**src/rtl/fpu_sequencer.sv**
```systemverilog
`default_nettype none
// ============================================================================
// Module      : fpu_sequencer
// Description : Single-issue FPU launch/write-back sequencer (IDLE/EXEC/WB).
//               Divide support is enabled by defining FPU_SEQ_DIV_EN.
// Revision    : 1.0 - initial release
// ============================================================================
module fpu_sequencer (
    input  logic       clk,
    input  logic       reset,
    input  logic       issue_valid,
    input  logic [3:0] fpu_control,
    input  logic [4:0] issue_fd,
    input  logic       flush,
    output logic       stall,
    output logic       fpu_start,
    output logic [3:0] fpu_op,
    output logic       wb_valid,
    output logic [4:0] wb_fd,
    output logic       busy,
    output logic       illegal
);

    localparam logic [1:0] c_IDLE = 2'd0;
    localparam logic [1:0] c_EXEC = 2'd1;
    localparam logic [1:0] c_WB   = 2'd2;

    logic [1:0] r_state;
    logic [4:0] r_count;
    logic       r_fpu_start;
    logic       r_illegal;
    logic [3:0] r_fpu_op;
    logic [4:0] r_wb_fd;

    logic       w_accept;
    logic       w_legal;
    logic [4:0] w_lat_m1;

    // Counter preload is latency minus one so the last EXEC cycle sees zero.
    always_comb begin
        w_legal  = 1'b0;
        w_lat_m1 = 5'd0;
        case (fpu_control)
            4'd0, 4'd1: begin
                w_legal  = 1'b1;
                w_lat_m1 = 5'd2;
            end
            4'd2: begin
                w_legal  = 1'b1;
                w_lat_m1 = 5'd3;
            end
`ifdef FPU_SEQ_DIV_EN
            4'd3: begin
                w_legal  = 1'b1;
                w_lat_m1 = 5'd15;
            end
`endif
            4'd4, 4'd5: begin
                w_legal  = 1'b1;
                w_lat_m1 = 5'd0;
            end
            default: begin
                w_legal  = 1'b0;
                w_lat_m1 = 5'd0;
            end
        endcase
    end

    assign stall    = issue_valid && (r_state == c_EXEC);
    assign w_accept = issue_valid && !stall && !flush;

    always_ff @(posedge clk) begin
        if (reset) begin
            r_state     <= c_IDLE;
            r_count     <= 5'd0;
            r_fpu_start <= 1'b0;
            r_illegal   <= 1'b0;
            r_fpu_op    <= 4'd0;
            r_wb_fd     <= 5'd0;
        end else begin
            r_fpu_start <= 1'b0;
            r_illegal   <= 1'b0;
            if (flush) begin
                r_state <= c_IDLE;
                r_count <= 5'd0;
            end else if (w_accept && w_legal) begin
                r_state     <= c_EXEC;
                r_count     <= w_lat_m1;
                r_fpu_start <= 1'b1;
                r_fpu_op    <= fpu_control;
                r_wb_fd     <= issue_fd;
            end else if (w_accept) begin
                // Illegal op: report it and drop back to IDLE (also from WB).
                r_state   <= c_IDLE;
                r_illegal <= 1'b1;
            end else begin
                case (r_state)
                    c_EXEC: begin
                        if (r_count == 5'd0) begin
                            r_state <= c_WB;
                        end else begin
                            r_count <= r_count - 5'd1;
                        end
                    end
                    default: r_state <= c_IDLE;
                endcase
            end
        end
    end

    assign fpu_start = r_fpu_start;
    assign fpu_op    = r_fpu_op;
    assign wb_valid  = (r_state == c_WB);
    assign wb_fd     = r_wb_fd;
    assign busy      = (r_state != c_IDLE);
    assign illegal   = r_illegal;

endmodule
`default_nettype wire
```
**config.mk**
```make
export PLATFORM = sky130hd
export DESIGN_NAME = fpu_sequencer
export DESIGN_NICKNAME = d
export VERILOG_FILES = /design/src/rtl/fpu_sequencer.sv
export SDC_FILE = /design/constraint.sdc
export NUM_CORES = 1
export LEC_CHECK = 0
export ABC_AREA = 1
export CORE_MARGIN = 2
export CORE_UTILIZATION = 45
export CTS_CLUSTER_SIZE = 28
export DETAILED_ROUTE_END_ITERATION = 10
export PLACE_DENSITY = 0.83
export SETUP_SLACK_MARGIN = 0.3
export SYNTH_ARGS = -nofsm -noshare
export SYNTH_HDL_FRONTEND = slang
export SYNTH_SLANG_ARGS = --single-unit
```
**constraint.sdc**
```tcl
create_clock -name clk -period 1.3 [get_ports clk]
set_input_delay 0.26 -clock clk [delete_from_list [all_inputs] [get_ports clk]]
set_output_delay 0.26 -clock clk [all_outputs]
set_load 0.02 [all_outputs]
```
## Word-level counts from Yosys, hierarchy flattened

Cells that the tools add are included.
Widths: inputs -> output; s select.

| word-level totals | value |
|---|---|
| flip-flop bits (word level) | 18 |
| bits of input ports | 13 |
| output and inout bits | 14 |

| operators by class | value |
|---|---|
| reductions and logical operators | 17 |
| bitwise logic cells | 2 |
| multiplexer cells | 12 |
| equal/unequal tests | 9 |
| $add $sub $neg | 1 |

Operators by type and width:

| operator | number |
|---|---|
| $mux 5 | 4 |
| $reduce_or 5->1 | 2 |
| $eq 4x3->1 const B | 2 |
| $mux 1 | 7 |
| $logic_not 5->1 | 1 |
| $sub 5x1->5 const B | 1 |
| $eq 4x1->1 const B | 1 |
| $eq 4x2->1 const B | 1 |
| $logic_and 1x1->1 | 4 |
| $logic_not 4->1 | 1 |
| $ne 4x2->1 const B | 1 |
| $pmux 2 s2 | 1 |
| $reduce_bool 2->1 | 2 |
| $reduce_or 2->1 | 2 |
| $reduce_and 3->1 | 1 |
| $reduce_or 3->1 | 1 |
| $eq 2x1->1 const B | 1 |
| $eq 2x2->1 const B | 1 |
| $logic_not 1->1 | 2 |
| $ne 2x1->1 const B | 1 |
| $ne 2x2->1 const B | 1 |
| $not 1->1 | 2 |
| $reduce_and 2->1 | 1 |

## Logic depth before layout (Yosys ltp)

Gate-level depths: netlist of run 1.

| depth | value |
|---|---|
| depth after elaboration | 8 |
| mapped depth | 10 |
| depth with buffers taken out | 10 |

## Least setup slack after synthesis of run 1

OpenSTA, ideal clock, no wires.

| timing | value |
|---|---|
| path kind | register -> register |
| start | register r_count[0] |
| end | register r_count[1] |
| setup time | 0.109 ns |
| data arrival time | 1.032 ns |
| cell stages (with the launch flop) | 9 |
| buffers on the path | 0 |
| setup slack | 0.159 ns |
| cell sequence | dfxtp_1 > inv_1 > ha_1 > nand3_1 > nand2_2 > o21ai_0 > nand2_1 > nand2_1 > inv_1 |

| between the ends | value |
|---|---|
| cells in the longest elaborated chain, start to end | 5 |

Ends and longest elaborated chain:

| what | line | text |
|---|---|---|
| start: declaration | 29 | `logic [4:0] r_count;` |
| start signal: assignment | 88 | `r_count <= w_lat_m1;` |
| start signal: assignment | 102 | `r_count <= r_count - 5'd1;` |
| $sub 5x1->5 | 102 |  |
| $mux 5 | 99 | `if (r_count == 5'd0) begin` |
| $mux 5 | 97 | `case (r_state)` |
| $mux 5 | 92 | `end else if (w_accept) begin` |
| $mux 5 | 86 | `end else if (w_accept && w_legal) begin` |

Parallel ways exist; a longest one is shown, timed or not. The select of a mux whose other input is x is not followed.
A chain may end at the register's enable or synchronous reset.

## Final worst setup path of run 1

| timing | value |
|---|---|
| start | register r_state[1] |
| end | register r_wb_fd[3], in the netlist wb_fd[3] |

| between the ends | value |
|---|---|
| cells in the longest elaborated chain, start to end | 7 |

Ends and longest elaborated chain:

| what | line | text |
|---|---|---|
| start: declaration | 28 | `logic [1:0] r_state;` |
| start signal: assignment | 74 | `r_state <= c_IDLE;` |
| start signal: assignment | 84 | `r_state <= c_IDLE;` |
| start signal: assignment | 94 | `r_state <= c_IDLE;` |
| $eq 2x1->1 | 69 | `assign stall = issue_valid && (r_state == c_EXEC);` |
| $logic_and 1x1->1 | 69 |  |
| $logic_not 1->1 | 70 | `assign w_accept = issue_valid && !stall && !flush;` |
| $logic_and 1x1->1 (2 in series) | 70 |  |
| $logic_and 1x1->1 | 86 |  |
| $reduce_and 2->1 (no line) | -- |  |
| end signal: assignment | 91 | `r_wb_fd <= issue_fd;` |
| end: declaration | 33 | `logic [4:0] r_wb_fd;` |

No other way between the ends.

==> metrics.yaml, run 1 <==
timing:
  holdWs_ns: 0.482
  finalCritPeriodShare_pct: 100
  relSlewSlack_pct: 68.3
  finalSetupTns_ns: -0.0159
  rsz0062_at_grt: "yes"
  slew_viol_final: 0
  finClkSkew_ns: 0.00443
  setup-violations-final: 6
  worstMarginPinSlew_ns: 0.473
  setup_ws_ns: -0.00641
  hold_violations: 0
  period_minus_slack_ns: 1.31
  clock.fmax_mhz: 765
yosys:
  synth_seq_area_share_pct: 40.6
  synth_top_flop_cell: "dfxtp_1"
  synth_edf_count: 0
  netlist-cell-type-count: 21
  syn_avg_cell_area_um2: 8.15
  yosys-top-cells-count: "dfxtp_1, inv_1, nand2_1, nand2_2, nand3_1"
  ys_warn_count: 0
  ys_top_cells_by_area: "dfxtp_1, nand2_2, a21oi_2"
  netlist_instances: 109
  yosys.area.top_type_share_pct: 40.6
  syn-num-nets: 123
  synth.most_common_cell: "dfxtp_1"
  synth_top_area_cell: "dfxtp_1"
  synthArstFlopShare_pct: 0
  syn_area_um2: 888
  ys_seq_elements: 18
power:
  vdd_drop_max_mv: 0.479
  p_leak_uw: 0.000718
  cellPowerDensity_nw_per_um2: 746
floorplan:
  die_h_um: 48.4
  die_w_um: 48.4
  core-area_um2: 1900
  rows: 16
  start_util_pct: 46.7
  num_io_pins: 27
  dieArea_um2: 2350
drt:
  drt-total-wl_um: 2530
  vias: 907
  drc: 0
  wl_per_cell_um: 13.4
  viasPerCell: 4.80
  drt_iter0_drc: 16
  ant_nets: 0
  drtPass1Iterations: 4
setup_path:
  worstPathRequired_ns: 1.51
  r2r_slack_ns: -0.006
  critPathKind: "reg -> reg"
  start_kind: "flop"
  cp-end-kind: "flop"
  cp_max_fo: 8
  cp_data_arrival_time_ns: 1.52
global_route:
  antenna_found_initial: 0
  grtUsageTotal_pct: 21.8
  grt_pass1_vias: 893
  grt_pass1_wl_um: 3890
  gr-total-overflow: 0
  grt_max_degree: 11
cells_and_area:
  multi_input_area_um2: 526
  areaGrowthSynthToFinish_pct: 74.8
  regArea_um2: 384
  fill_cells: 103
  diodes: 0
  fin_area_um2: 1550
  drive_gt1_share_pct: 63.0
  utilization_pct: 81.6
  nNetsFinal: 177
place:
  portBuffers: 26
  place_area_um2: 1330
  gp_congestion: 0.750
  dp_hpwl_um: 1600
clock_tree:
  clockRootBuffer: "clkbuf_4"
  clkSinkCount: 18
  cts_max_path_buffers: 2
  ctsHoldBuffers: 0
  clk_pin_slew_ns: 0.11
  cts_made_buffers: 3
  clock_latency_ns: 0.31
  h-tree-depth: 1
  cts_tree: "yes"
outcome:
  outcome: "finished, violations left"
  failed_checks: "negative setup slack"
job:
  max-cap-violations: 0
min_path:
  hp-class: "in -> reg"
## power breakdown
part	internal, uW	switching, uW	total [uW]
combinational	121	105	227
clock	171	195	366
sequential	559	6.89	566
## per-layer routing
metal	routed length [um]	share of wire, %	vias to the layer above	track usage, %
met3	88	3.5	5	2.78
li1	-	-	449	-
met2	1360	54	26	39.8
met4	45	1.8	0	11.0
met5	0	0	-	0
met1	1040	41	427	24.8
## registers in the layout (all words and copies together), names as in the netlist
name / count
fpu_start: 1
wb_fd: 5
fpu_op: 4
r_state: 2
illegal: 1
r_count: 5
## what timing repair did
| action | CTS | global route |
|---|---|---|
| endpoints found under the setup margin | 32 | 32 |
| resized for setup | 99 | 13 |
| setup buffers | 5 | 6 |
| pin swaps | 1 | 4 |
## worst paths after layout
check                            startpoint         end  cells past startpoint
worst min-delay path            issue_valid     illegal                      4
worst max register to register   r_state[1]    wb_fd[3]                      9
worst min register to register   r_count[4]  r_count[4]                      2
worst max-delay path             r_state[1]    wb_fd[3]                      9
## stage by stage
stage / cells / setup slack, ns / total power (uW)
2_1_floorplan: 109 / 0.261 / 670
3_3_place_gp: 174 / -0.416 / 766
3_5_place_dp: 174 / -0.433 / 772
4_1_cts: 183 / 0.0494 / 1120
5_1_grt: 189 / -0.0993 / 1210
6_report: 189 / -0.00641 / 1160
## placed cells by master (no fill, tap or decap)
master | synthesis | layout
buf_12 | 1 | 3
nand2_1 | 12 | 9
nor2_2 | 1 | 2
o21ai_1 | 1 | 2
buf_4 | 0 | 23
dfxtp_1 | 18 | 3
inv_1 | 15 | 12
nand2_4 | 4 | 12
dlygate4sd2_1 | 0 | 1
nor4_1 | 1 | 1
nor3_2 | 1 | 2
inv_2 | 2 | 5
clkbuf_4 | 0 | 3
nand3_2 | 0 | 1
nor2_4 | 2 | 3
o21ai_2 | 0 | 1
dfxtp_4 | 0 | 2
ha_4 | 0 | 1
nand3b_1 | 1 | 1
nand2_2 | 12 | 7
nand3_1 | 12 | 10
buf_6 | 1 | 14
nor3_1 | 4 | 3
nor2_1 | 9 | 7
nand3_4 | 0 | 1
clkbuf_8 | 0 | 1
dfxtp_2 | 0 | 13
clkdlybuf4s50_1 | 0 | 11
a21oi_2 | 8 | 8
## final cells by class
cell class	count	area share, %
multi-input cells	71	33.8
repair buffers	52	32.8
flip-flops and latches	18	24.7
inverters	17	4.11
clock buffers	4	2.34
well taps	27	2.18
## cell families (layout without fill, tap and decap cells)
logic type,count (synthesis),count (layout),synth area share [%]
AOI/OAI and AO/OA,11,11,9.58
buffers and inverters,20,73,11.1
DFF,18,18,40.6
and+or+nand+nor,59,59,37.3
adders and majority gates,1,1,1.41
## critical path, stage by stage (launching register included)
cell and delay, ns:
dfxtp_2 0.34, inv_2 0.05, nand2_4 0.06, buf_6 0.10
nand2_4 0.05, nor2_4 0.19, nand2_4 0.13, buf_12 0.18
nand2_4 0.06, a21oi_2 0.04
Note: power is estimated with default switching activity, not from simulation.
==> inputs of run 2 (changes only) <==
- SKIP_LAST_GASP: unset -> 1
==> metrics.yaml, run 2 (same netlist as run 1, synthesis figures left out) <==
outcome:
  outcome: "finished, violations left"
  failed_checks: "negative setup slack"
clock_tree:
  clock_latency_ns: 0.31  # about the same
  ctsHoldBuffers: 0  # unchanged
  cts_max_path_buffers: 2  # unchanged
  clkSinkCount: 18  # unchanged
  clk_pin_slew_ns: 0.11  # about the same
  h-tree-depth: 1  # unchanged
  cts_tree: "yes"
  cts_made_buffers: 3  # unchanged
  clockRootBuffer: "clkbuf_4"
cells_and_area:
  drive_gt1_share_pct: 63.0  # unchanged
  diodes: 0  # unchanged
  areaGrowthSynthToFinish_pct: 74.8  # unchanged
  nNetsFinal: 177  # unchanged
  final_common_cell: "buf_4"
  final_cell_mix: "buf_4, buf_6, dfxtp_2, inv_1, nand2_4"
  utilization_pct: 81.6  # unchanged
  fin_cells: 189  # unchanged
drt:
  wl_per_cell_um: 13.4  # -0.32%
  drt-total-wl_um: 2530  # -0.32%
  ant_nets: 0  # unchanged
  viasPerCell: 4.79  # -0.22%
  drtPass1Iterations: 4  # unchanged
  drc: 0  # unchanged
  vias: 905  # -0.22%
  drt_iter0_drc: 15  # -1
setup_path:
  cp_max_fo: 6  # -2
  cp_slowest_cell: "dfxtp_2"
  cp_data_arrival_time_ns: 1.50  # -0.02 ns
  cp_cell_sequence: "inv_2 -> nand2_4 -> buf_6 -> nand2_4 -> nor2_4 -> nand2_4 -> buf_12 -> nand2_4 -> nor3_1"
  cp-end-kind: "flop"
  critPathKind: "reg -> reg"
  start_kind: "flop"
  max_stage_delay_ns: 0.34  # about the same
  cp_common_cell: "nand2_4"
  cp_top_family: "simple AND/OR/NAND/NOR gates"
  path_buf_inv: 3  # unchanged
  worstPathRequired_ns: 1.50  # about the same
place:
  portBuffers: 26  # unchanged
  gp_congestion: 0.750  # unchanged
  numPlacedInstances: 174  # unchanged
  dp_hpwl_um: 1600  # unchanged
power:
  p_leak_uw: 0.000718  # unchanged
  cellPowerDensity_nw_per_um2: 745  # -0.17%
  vdd_drop_max_mv: 0.478  # -0.12%
floorplan:
  dieArea_um2: 2350  # unchanged
  start_util_pct: 46.7  # unchanged
  num_io_pins: 27  # unchanged
  core-area_um2: 1900  # unchanged
  rows: 16  # unchanged
  die_h_um: 48.4  # unchanged
  die_w_um: 48.4  # unchanged
timing:
  period_minus_slack_ns: 1.30  # -0.00336 ns
  relSlewSlack_pct: 68.3  # about the same
  hold_violations: 0  # unchanged
  slew_viol_final: 0  # unchanged
  clock.fmax_mhz: 767  # +0.26%
  rsz0062_at_grt: "yes"
  setup_ws_ns: -0.00305  # +0.00336 ns
  setup-violations-final: 3  # -3
  finalSetupTns_ns: -0.00439  # +0.0115 ns
  finClkSkew_ns: 0.00485  # +0.000422 ns
  worstMarginPinSlew_ns: 0.474  # +0.000554 ns
  holdWs_ns: 0.482  # +0.000331 ns
  finalCritPeriodShare_pct: 100  # -0.26 points
global_route:
  grt_max_degree: 11  # unchanged
  grtUsageTotal_pct: 21.8  # unchanged
  grt_pass1_wl_um: 3890  # unchanged
  antenna_found_initial: 0  # unchanged
  gr-total-overflow: 0  # unchanged
  grt_pass1_vias: 893  # unchanged
min_path:
  hp-class: "in -> reg"
job:
  max-cap-violations: 0  # unchanged
-- run 2: cell counts in the layout (fill, tap and decap cells not counted) --
No cell type changed its count.
-- run 2: what timing repair did --
action	in CTS	in global routing
setup endpoints to repair	32	32
pin swaps	1	4
resized for setup	99	13
buffers inserted	5	6
gates cloned	0	0
endpoints found under the hold margin	0	0
-- run 2: where the power goes --
group / total, uW / internal, uW / switching (uW) / leakage, uW
registers: 566 / 559 / 6.90 / 0.000153
clock network: 364 / 171 / 193 / 0.0000210
logic: 226 / 121 / 105 / 0.000543
-- run 2: final timing paths --
check	from	to	slack [ns]	cells past startpoint
worst min-delay path	issue_valid	illegal	0.48	4
worst min register to register	r_count[4]	r_count[4]	0.52	2
worst max register to register	r_state[1]	r_count[4]	-0.003	9
worst max-delay path	r_state[1]	r_count[4]	-0.003	9
-- run 2: per-layer routing --
metal | share of wire, % | wire length [um] | vias up | track usage (%)
met1 | 41 | 1030 | 424 | 24.8
met3 | 3.4 | 87 | 5 | 2.78
li1 | - | - | 450 | -
met2 | 54 | 1370 | 26 | 39.8
met4 | 1.8 | 45 | 0 | 11.0
met5 | 0 | 0 | - | 0
-- run 2: final cells by class --
cell class / instances / area (um2)
Clock buffer: 4 / 36.3
Fill cell: 103 / 349
Inverter: 17 / 63.8
Multi-Input combinational cell: 71 / 526
Sequential cell: 18 / 384
Tap cell: 27 / 33.8
Timing Repair Buffer: 52 / 509
-- run 2: metrics by stage --
stage          instance area, um2  power [uW]  worst slack (ns)
2_1_floorplan                 937         670             0.261
3_3_place_gp                 1330         766            -0.416
3_5_place_dp                 1330         772            -0.433
4_1_cts                      1450        1120            0.0494
5_1_grt                      1550        1210           -0.0993
6_report                     1550        1160          -0.00305
-- run 2: worst reg2reg max path, cell delays in order (launching register included) --
cell	delay, ns
dfxtp_2	0.34
inv_2	0.05
nand2_4	0.06
buf_6	0.10
nand2_4	0.05
nor2_4	0.19
nand2_4	0.13
buf_12	0.15
nand2_4	0.07
nor3_1	0.05
